### config.mk
export PLATFORM = sky130hd
export DESIGN_NAME = imem_loader_flat
export DESIGN_NICKNAME = d
export VERILOG_FILES = /design/src/rtl/imem_loader_pkg.sv /design/src/rtl/imem_loader_if.sv /design/src/rtl/imem_loader_word_assembler.sv /design/src/rtl/imem_loader.sv /design/src/flat_wrapper.sv
export SDC_FILE = /design/constraint.sdc
export NUM_CORES = 1
export LEC_CHECK = 0
export BUFFER_PORTS_ARGS = -buffer_cell sky130_fd_sc_hd__buf_2
export CAP_MARGIN = 20
export CORE_MARGIN = 2
export CORE_UTILIZATION = 37
export CTS_BUF_LIST = sky130_fd_sc_hd__clkbuf_16
export DETAILED_ROUTE_END_ITERATION = 16
export PLACE_DENSITY = 0.61
export SYNTH_ARGS = -nofsm -noshare
export SYNTH_HDL_FRONTEND = slang
export SYNTH_SLANG_ARGS = --single-unit
### constraint.sdc
create_clock -name clk -period 3.1 [get_ports clk]
set_input_delay 0.62 -clock clk [delete_from_list [all_inputs] [get_ports clk]]
set_output_delay 0.62 -clock clk [all_outputs]
set_load 0.03 [all_outputs]
### src/rtl/imem_loader_pkg.sv
// Shared constants and FSM state encoding for the instruction-memory loader.
// The instruction memory uses the same depth and address-width constants.
package imem_loader_pkg;
    localparam int IMEM_DEPTH = 128;
    localparam int IMEM_AW    = 7;

    typedef enum logic [2:0] {
        S_IDLE  = 3'd0,
        S_COUNT = 3'd1,
        S_DATA  = 3'd2,
        S_CHECK = 3'd3,
        S_DONE  = 3'd4,
        S_ERROR = 3'd5
    } state_e;
endpackage

### src/rtl/imem_loader_if.sv
// Host byte stream, memory write port and status of the loader in one bundle.
// rx handshake: a byte moves on a rising edge where rx_valid and rx_ready are both 1.
interface imem_loader_if #(parameter int N = 32);
    import imem_loader_pkg::*;

    logic               start;
    logic               rx_valid;
    logic [7:0]         rx_data;
    logic               rx_ready;
    logic               we;
    logic [IMEM_AW-1:0] waddr;
    logic [N-1:0]       wdata;
    logic               busy;
    logic               done;
    logic               err;
    logic               cpu_hold;
    logic [2:0]         state;

    modport master (
        output start, rx_valid, rx_data,
        input  rx_ready, we, waddr, wdata, busy, done, err, cpu_hold, state
    );

    modport slave (
        input  start, rx_valid, rx_data,
        output rx_ready, we, waddr, wdata, busy, done, err, cpu_hold, state
    );
endinterface

### src/rtl/imem_loader_word_assembler.sv
// Packs a little-endian byte stream into N-bit words and emits a one-cycle
// write pulse with the finished word on the cycle after its last byte.
module word_assembler #(
    parameter int N = 32
) (
    input  logic         clk,
    input  logic         reset,
    input  logic         clr_i,
    input  logic         byte_valid_i,
    input  logic [7:0]   byte_i,
    output logic         byte_last_o,
    output logic         we_o,
    output logic [N-1:0] wdata_o
);
    localparam int BPW = N / 8;
    localparam int CW  = (BPW > 1) ? $clog2(BPW) : 1;

    logic [CW-1:0] cnt_q, cnt_d;
    logic [N-1:0]  sh_q, sh_d;
    logic [N-1:0]  wdata_q, wdata_d;
    logic          we_q, we_d;
    logic [N-1:0]  shifted;

    // New byte enters at the top so the first byte of a word ends up in [7:0].
    assign shifted     = (sh_q >> 8) | (N'(byte_i) << (N - 8));
    assign byte_last_o = byte_valid_i && (cnt_q == CW'(BPW - 1));

    // The output word is a separate register so the next word can start
    // shifting in during the write pulse without disturbing wdata.
    always_comb begin
        cnt_d   = cnt_q;
        sh_d    = sh_q;
        wdata_d = wdata_q;
        we_d    = 1'b0;
        if (clr_i) begin
            cnt_d = '0;
        end else if (byte_valid_i) begin
            sh_d = shifted;
            if (byte_last_o) begin
                cnt_d   = '0;
                wdata_d = shifted;
                we_d    = 1'b1;
            end else begin
                cnt_d = cnt_q + 1'b1;
            end
        end
    end

    always_ff @(posedge clk or negedge reset) begin
        if (!reset) begin
            cnt_q   <= '0;
            sh_q    <= '0;
            wdata_q <= '0;
            we_q    <= 1'b0;
        end else begin
            cnt_q   <= cnt_d;
            sh_q    <= sh_d;
            wdata_q <= wdata_d;
            we_q    <= we_d;
        end
    end

    assign we_o    = we_q;
    assign wdata_o = wdata_q;
endmodule

### src/rtl/imem_loader.sv
// Loads a framed program (count, little-endian words, XOR checksum) from a byte
// stream into instruction memory and keeps the CPU in reset unless it checked out.
module imem_loader
    import imem_loader_pkg::*;
#(
    parameter int N     = 32,
    parameter int DEPTH = IMEM_DEPTH
) (
    input  logic          clk,
    input  logic          reset,
    imem_loader_if.slave  bus
);
    localparam logic [2:0] IDLE  = S_IDLE;
    localparam logic [2:0] COUNT = S_COUNT;
    localparam logic [2:0] DATA  = S_DATA;
    localparam logic [2:0] CHECK = S_CHECK;
    localparam logic [2:0] DONE  = S_DONE;
    localparam logic [2:0] ERROR = S_ERROR;
    localparam logic [8:0] DEPTH_W = 9'(DEPTH);

    logic [2:0]         state_q, state_d;
    logic [7:0]         count_q, count_d;
    logic [7:0]         chk_q, chk_d;
    logic [IMEM_AW-1:0] widx_q, widx_d;
    logic [IMEM_AW-1:0] waddr_q, waddr_d;
    logic               in_frame, accept, start_ok, asm_byte;
    logic               byte_last, word_we;
    logic [N-1:0]       word_data;

    assign in_frame = (state_q == COUNT) || (state_q == DATA) || (state_q == CHECK);
    assign accept   = bus.rx_valid && in_frame;
    assign start_ok = bus.start && !in_frame;
    assign asm_byte = accept && (state_q == DATA);

    // widx counts words as their last byte arrives; waddr latches it alongside
    // the assembled word so the address is stable for the write pulse.
    always_comb begin
        state_d = state_q;
        count_d = count_q;
        chk_d   = chk_q;
        widx_d  = widx_q;
        waddr_d = waddr_q;
        case (state_q)
            IDLE, DONE, ERROR: begin
                if (bus.start) begin
                    state_d = COUNT;
                    widx_d  = '0;
                end
            end
            COUNT: begin
                if (accept) begin
                    if ((bus.rx_data == 8'd0) || ({1'b0, bus.rx_data} > DEPTH_W)) begin
                        state_d = ERROR;
                    end else begin
                        count_d = bus.rx_data;
                        chk_d   = bus.rx_data;
                        state_d = DATA;
                    end
                end
            end
            DATA: begin
                if (accept) begin
                    chk_d = chk_q ^ bus.rx_data;
                    if (byte_last) begin
                        waddr_d = widx_q;
                        if ({1'b0, widx_q} == (count_q - 8'd1)) begin
                            state_d = CHECK;
                        end else begin
                            widx_d = widx_q + 1'b1;
                        end
                    end
                end
            end
            CHECK: begin
                if (accept) begin
                    state_d = (bus.rx_data == chk_q) ? DONE : ERROR;
                end
            end
            default: state_d = IDLE;
        endcase
    end

    always_ff @(posedge clk or negedge reset) begin
        if (!reset) begin
            state_q <= IDLE;
            count_q <= '0;
            chk_q   <= '0;
            widx_q  <= '0;
            waddr_q <= '0;
        end else begin
            state_q <= state_d;
            count_q <= count_d;
            chk_q   <= chk_d;
            widx_q  <= widx_d;
            waddr_q <= waddr_d;
        end
    end

    word_assembler #(.N(N)) u_word_assembler (
        .clk          (clk),
        .reset        (reset),
        .clr_i        (start_ok),
        .byte_valid_i (asm_byte),
        .byte_i       (bus.rx_data),
        .byte_last_o  (byte_last),
        .we_o         (word_we),
        .wdata_o      (word_data)
    );

    assign bus.rx_ready = in_frame;
    assign bus.busy     = in_frame;
    assign bus.done     = (state_q == DONE);
    assign bus.err      = (state_q == ERROR);
    assign bus.cpu_hold = (state_q != DONE);
    assign bus.we       = word_we;
    assign bus.waddr    = waddr_q;
    assign bus.wdata    = word_data;
    assign bus.state    = state_q;
endmodule

### src/flat_wrapper.sv
// flat-port wrapper written by rule: the top's interface ports become plain ports
module imem_loader_flat import imem_loader_pkg::*;
#(
    parameter int N     = 32,
    parameter int DEPTH = IMEM_DEPTH
)
  (clk, reset, bus_start, bus_rx_valid, bus_rx_data, bus_rx_ready, bus_we, bus_waddr, bus_wdata, bus_busy, bus_done, bus_err, bus_cpu_hold, bus_state);
  imem_loader_if #(.N(N)) bus_i ();
  input  logic clk;
  input  logic reset;
  input wire logic [$bits(bus_i.start)-1:0] bus_start;
  input wire logic [$bits(bus_i.rx_valid)-1:0] bus_rx_valid;
  input wire logic [$bits(bus_i.rx_data)-1:0] bus_rx_data;
  output wire logic [$bits(bus_i.rx_ready)-1:0] bus_rx_ready;
  output wire logic [$bits(bus_i.we)-1:0] bus_we;
  output wire logic [$bits(bus_i.waddr)-1:0] bus_waddr;
  output wire logic [$bits(bus_i.wdata)-1:0] bus_wdata;
  output wire logic [$bits(bus_i.busy)-1:0] bus_busy;
  output wire logic [$bits(bus_i.done)-1:0] bus_done;
  output wire logic [$bits(bus_i.err)-1:0] bus_err;
  output wire logic [$bits(bus_i.cpu_hold)-1:0] bus_cpu_hold;
  output wire logic [$bits(bus_i.state)-1:0] bus_state;
  assign bus_i.start = bus_start;
  assign bus_i.rx_valid = bus_rx_valid;
  assign bus_i.rx_data = bus_rx_data;
  assign bus_rx_ready = bus_i.rx_ready;
  assign bus_we = bus_i.we;
  assign bus_waddr = bus_i.waddr;
  assign bus_wdata = bus_i.wdata;
  assign bus_busy = bus_i.busy;
  assign bus_done = bus_i.done;
  assign bus_err = bus_i.err;
  assign bus_cpu_hold = bus_i.cpu_hold;
  assign bus_state = bus_i.state;
  imem_loader #(.N(N), .DEPTH(DEPTH)) u_core (.clk(clk), .reset(reset), .bus(bus_i));
endmodule
==> reports/metrics.csv, run 1 <==
stage,metric,value,unit
outcome,status,completed,
finish,fin util,44.84,%
global_route,Global Route Usage Sum,15.20,%
setup_path,Worst Path Max Fanout,9,
detailed_routing,via count,3016,
floorplanning,Initial Utilization,38.31,%
timing,final setup fails,0,
logic_synthesis,asr flop ratio synth,100.0,%
timing,Final WS setup,0.3051,ns
logic_synthesis,post-synthesis sequential area ratio,54.96,%
logic_synthesis,Post-Syn Area per Cell,11.14,um2
global_route,first-pass GRT wire length,15170,um
cts,H-tree depth,3,
timing,Clock Skew,0.006767,ns
finish,Area Growth Syn to Fin,17.05,%
logic_synthesis,Syn Nets,391,
detailed_routing,Post-DRT Antenna Nets,0,
detailed_routing,initial DRC count,140,
finish,Fill cells,1048,
detailed_routing,DRC,0,
timing,Hold Fails Final Rpt,0,
timing,Slew HR,51.75,%
finish,share of cells above drive strength 1,31.12,%
placement,routability cong.,0.7921,
floorplanning,Core Rows,38,
setup_path,critical path data required time,3.35,ns
cts,Clock Path Buffers,2,
timing,max-slew violation count,0,
floorplanning,die footprint,12190,um2
cts,TritonCTS clock tree,yes,
floorplanning,core box area,10940,um2
placement,DP HPWL,5923,um
setup_path,critical path endpoint category,flip-flop,
detailed_routing,final WL,8906,um
detailed_routing,DR pass1 iterations,4,
finish,NumNets Final,448,
placement,Placed Instances,562,
logic_synthesis,"Distinct cells, synth",50,
logic_synthesis,post-synth top area share,54.96,%
global_route,global route overflow,0,
global_route,largest net degree at the start of global routing,55,
logic_synthesis,post-synthesis register bit count,92,
power,leak pwr,2.503,nW
floorplanning,width of the die,110.4,um
timing,RSZ-0062 raised after global routing,no,
logic_synthesis,Synth Instances,376,
cts,Clock transition at path regs,0.06,ns
timing,Slew @ Worst Pin,0.7237,ns
logic_synthesis,post-synth top area cell,dfrtp_1,
power,Power Density,756.6,nW/um2
logic_synthesis,"EDFF count, synth",0,
timing,Max Freq,357.8,MHz
floorplanning,Ports,60,
finish,Antenna diodes,0,
placement,dpl ws,0.1733,ns
cts,CTS Hold Bufs,0,
setup_path,crit path launch type,flip-flop,
logic_synthesis,post-synthesis cell area,4189,um2
setup_path,critical path type,flip-flop to flip-flop,
floorplanning,Die Ht,110.4,um
timing,min cycle time layout,2.795,ns
cts,root buf cell,clkbuf_16,
detailed_routing,DR WL/cell,15.44,um
cts,latest clock arrival within the worst-skew pair,0.33,ns
logic_synthesis,largest cells by area after synthesis,"dfrtp_1 55%, mux2_2 12%, nand2_1 8.2%",
worst_hold_path,HP Class,input pin to asynchronous set/reset pin,
placement,I/O Buffers,59,
global_route,initial antenna violation count,0,
job,MaxCap Viol Count,0,
timing,crit share post-route,90.16,%
logic_synthesis,"Top FF cell, synth",dfrtp_1,
detailed_routing,Via-to-Cell Ratio,5.227,
finish,Layout Cells excl Fill,577,
cts,post-CTS sizing,0,
global_route,number of global-route vias before repair,3046,
timing,Setup TNS,0,ns
setup_path,WP data arrival,3.04,ns
logic_synthesis,Synth Warn #,0,
cts,post-CTS setup repair buffer count,0,
cts,TritonCTS Buffers,9,
cts,Sink Count,92,
power,VDD IR-drop max,298.8,uV
## worst paths after layout
path	from	to	slack, ns	cells after the start
worst max-delay path	u_core.count_q[0]$_DFFE_PN0P_	u_core.bus.state[0]$_DFFE_PN0P_	0.31	8
worst max register to register	u_core.count_q[0]$_DFFE_PN0P_	u_core.bus.state[0]$_DFFE_PN0P_	0.31	8
max in group asynchronous	reset	u_core.u_word_assembler.sh_q[25]$_DFFE_PN0P_	2.09	2
worst min register to register	u_core.u_word_assembler.sh_q[8]$_DFFE_PN0P_	u_core.u_word_assembler.sh_q[8]$_DFFE_PN0P_	0.47	2
min in group clk	u_core.u_word_assembler.sh_q[8]$_DFFE_PN0P_	u_core.u_word_assembler.sh_q[8]$_DFFE_PN0P_	0.47	2
worst min-delay path	reset	u_core.u_word_assembler.cnt_q[0]$_DFFE_PN0P_	0.35	1
## critical path, stage by stage (launching register included)
cell	delay, ns
dfrtp_1	0.50
inv_1	0.08
ha_1	0.31
or4b_2	0.66
nor3_1	0.14
nor4_1	0.10
nor4_4	0.55
o21ai_0	0.17
a2bb2oi_1	0.20
## through the flow
step	total power, mW	hold slack (ns)	cell area (um2)
6_report	3.710	0.3470	4903
5_1_grt	3.947	0.4128	4903
3_3_place_gp	2.604	0.4547	4614
3_5_place_dp	2.657	0.4616	4614
2_1_floorplan	2.404	0.3244	4189
4_1_cts	3.746	0.3767	4903
## flip-flops by register name, summed over array words and instances, names as in the netlist
register                         flops
u_core.u_word_assembler.wdata_o     32
u_core.u_word_assembler.we_o         1
u_core.count_q                       8
u_core.widx_q                        7
u_core.bus.state                     3
u_core.u_word_assembler.cnt_q        2
u_core.u_word_assembler.sh_q        24
u_core.bus.waddr                     7
u_core.chk_q                         8
## synthesized netlist by cell type (2+ instances only)
cell       instances
nor4_1             6
xor2_1            14
inv_1             11
buf_2              5
nor3b_1            7
o21ai_0            5
buf_1              2
nor4b_2            2
nor3_1             7
nor2_1             5
a21boi_0           3
mux2i_1            6
o221a_2            2
dfrtp_1           92
a21oi_1           10
xnor2_1            2
ha_1               3
nand2_1           92
nand3_1            7
o31ai_1            3
o21a_1             2
buf_4              5
clkbuf_1           7
a311oi_1           6
o2111ai_1          2
mux2_2            45
and3_1             2
## layer usage
metal	part of all wire (%)	GRT usage, %	vias up	wire length [um]
met2	47	24.13	74	4172
met1	47	20.08	1510	4152
met5	0	0	-	0
met3	4.3	2.909	12	387
met4	2.2	7.250	0	193
li1	-	-	1420	-
## cell type report
class                      instances  area (um2)  area share (%)
inverter                          11       41.29          0.8421
tap                              140       175.2           3.572
multi-input combinational        251        1718           35.03
clock buffer                       9       225.2           4.593
timing repair buffer              68       377.9           7.706
clock inverter                     6       63.81           1.301
sequential                        92        2302           46.95
## cells in the final DEF (no fill, tap or decap), drive strengths merged, types with 2 or more instances in the layout
| cell type | netlist | final |
|---|---|---|
| nand2 | 92 | 92 |
| dfrtp | 92 | 92 |
| buf | 14 | 68 |
| mux2 | 45 | 45 |
| xor2 | 14 | 14 |
| inv | 11 | 14 |
| a21oi | 10 | 10 |
| clkbuf | 8 | 9 |
| nor3 | 8 | 8 |
| nand3 | 7 | 7 |
| nor3b | 7 | 7 |
| nor4 | 7 | 7 |
| mux2i | 6 | 6 |
| a311oi | 6 | 6 |
| nor2 | 6 | 6 |
| o21ai | 5 | 5 |
| a21boi | 3 | 3 |
| o31ai | 3 | 3 |
| ha | 3 | 3 |
| o21a | 2 | 2 |
| and3 | 2 | 2 |
| xnor2 | 2 | 2 |
| o2111ai | 2 | 2 |
| nor4b | 2 | 2 |
| o221a | 2 | 2 |
| or4 | 2 | 2 |
| or4b | 2 | 2 |
## power by group
part	internal [mW]	switching, mW
clock network	0.622	0.450
registers	1.45	0.273
logic	0.386	0.531
total	2.46	1.25
## logic make-up (layout without fill, tap and decap cells)
kind of cell / Yosys count / in the layout / synth area share, %
AO/OA/AOI/OAI: 42 / 42 / 7.258
XOR/XNOR: 16 / 16 / 3.345
adder cells (fa/ha/maj): 3 / 3 / 0.8962
buffers and inverters: 33 / 94 / 4.032
flip-flops: 92 / 92 / 54.96
multiplexers: 51 / 51 / 13.53
AND/OR/NAND/NOR: 139 / 139 / 15.98
Note: power is estimated with default switching activity, not from simulation.
==> run 2, diff against run 1 <==
CTS_BUF_LIST = sky130_fd_sc_hd__clkbuf_8   (was sky130_fd_sc_hd__clkbuf_16)
==> reports/metrics.csv, run 2 (synthesized netlist as in run 1, its figures left out) <==
stage,metric,value,unit
outcome,status,completed,
finish,fin util,43.91,%
finish,max reg flops,32,
timing,min cycle time layout,2.805,ns
floorplanning,Initial Utilization,38.31,%
timing,Slew @ Worst Pin,0.7239,ns
power,VDD IR-drop max,265.5,uV
timing,crit share post-route,90.49,%
global_route,global route overflow,0,
floorplanning,Ports,60,
timing,final setup fails,0,
cts,latest clock arrival within the worst-skew pair,0.36,ns
global_route,largest net degree at the start of global routing,55,
cts,root buf cell,clkbuf_8,
floorplanning,width of the die,110.4,um
worst_hold_path,HP Class,input pin to asynchronous set/reset pin,
finish,Fill cells,1065,
cts,H-tree depth,3,
timing,Setup TNS,0,ns
placement,I/O Buffers,59,
timing,max-slew violation count,0,
placement,routability cong.,0.7921,
detailed_routing,DR WL/cell,15.34,um
global_route,first-pass GRT wire length,15100,um
setup_path,WP data arrival,3.07,ns
floorplanning,Die Ht,110.4,um
setup_path,crit path launch type,flip-flop,
power,Pwr Total,3.421,mW
setup_path,Worst Path Max Fanout,9,
cts,Clock Path Buffers,2,
cts,TritonCTS Buffers,9,
detailed_routing,Post-DRT Antenna Nets,0,
setup_path,critical path data required time,3.37,ns
timing,Clock Skew,0.01095,ns
placement,DP HPWL,5923,um
timing,Max Freq,356.5,MHz
cts,TritonCTS clock tree,yes,
cts,Clock transition at path regs,0.09,ns
job,MaxCap Viol Count,0,
finish,Area Growth Syn to Fin,14.64,%
power,Power Density,712.4,nW/um2
timing,Hold Fails Final Rpt,0,
finish,share of cells above drive strength 1,31.12,%
global_route,number of global-route vias before repair,3030,
cts,post-CTS setup repair buffer count,0,
setup_path,R2R cell count,8,
finish,NumNets Final,448,
finish,most frequent cells in the layout,"92 x nand2_1, 92 x dfrtp_1, 58 x buf_2",
cts,Sink Count,92,
detailed_routing,final WL,8850,um
detailed_routing,via count,2989,
detailed_routing,initial DRC count,131,
setup_path,critical path endpoint category,flip-flop,
floorplanning,die footprint,12190,um2
global_route,Global Route Usage Sum,15.05,%
cts,post-CTS sizing,0,
global_route,initial antenna violation count,0,
floorplanning,Core Rows,38,
floorplanning,core box area,10940,um2
setup_path,R2R setup slack,0.29,ns
finish,Antenna diodes,0,
timing,RSZ-0062 raised after global routing,no,
setup_path,critical path type,flip-flop to flip-flop,
detailed_routing,Via-to-Cell Ratio,5.180,
cts,CTS Hold Bufs,0,
detailed_routing,DRC,0,
timing,Slew HR,51.74,%
power,leak pwr,2.457,nW
detailed_routing,DR pass1 iterations,5,
[run 2: changes by cell type in the layout (fill, tap and decap cells not counted)]
| cell | before | now |
|---|---|---|
| clkbuf_8 | 0 | 9 |
| clkbuf_16 | 9 | 0 |
[run 2: worst max-delay path: stages (launching register included)]
cell and delay, ns:
dfrtp_1 0.51, inv_1 0.08, ha_1 0.31, or4b_2 0.66
nor3_1 0.14, nor4_1 0.10, nor4_4 0.55, o21ai_0 0.17
a2bb2oi_1 0.20
[run 2: path summary, 6_finish.rpt]
kind	start	end
min	reset	u_core.u_word_assembler.cnt_q[0]$_DFFE_PN0P_
min in group clk	u_core.u_word_assembler.sh_q[10]$_DFFE_PN0P_	u_core.u_word_assembler.sh_q[10]$_DFFE_PN0P_
max in group asynchronous	reset	u_core.u_word_assembler.sh_q[25]$_DFFE_PN0P_
min reg2reg	u_core.u_word_assembler.sh_q[10]$_DFFE_PN0P_	u_core.u_word_assembler.sh_q[10]$_DFFE_PN0P_
max reg2reg	u_core.count_q[0]$_DFFE_PN0P_	u_core.bus.state[0]$_DFFE_PN0P_
max	u_core.count_q[0]$_DFFE_PN0P_	u_core.bus.state[0]$_DFFE_PN0P_
[run 2: cell type report]
type                       count  area [um2]  area share, %
inverter                      11       41.29         0.8598
tap                          140       175.2          3.648
clock inverter                 6       63.81          1.329
clock buffer                   9       123.9          2.579
sequential                    92        2302          47.94
multi-input combinational    251        1718          35.77
timing repair buffer          68       377.9          7.869
[run 2: report_power, final]
group          switching [mW]  internal (mW)  leakage [nW]
registers               0.270           1.45          1.24
clock network           0.421          0.370        0.0973
logic                   0.528          0.386          1.12
[run 2: metrics by stage]
stage | setup slack (ns) | hold slack [ns] | cells | instance area, um2
global route | 0.1811 | 0.3723 | 577 | 4802
finish | 0.2948 | 0.3227 | 577 | 4802
CTS | 0.2998 | 0.3365 | 577 | 4802
floorplan | 0.3756 | 0.3244 | 376 | 4189
global placement | 0.2483 | 0.4547 | 562 | 4614
detailed placement | 0.1733 | 0.4616 | 562 | 4614
[run 2: per-layer routing]
| layer | share of wire (%) | GRT usage (%) |
|---|---|---|
| met5 | 0 | 0 |
| met4 | 1.2 | 5.000 |
| met3 | 4.6 | 3.732 |
| met2 | 47 | 24.01 |
| met1 | 47 | 20.15 |
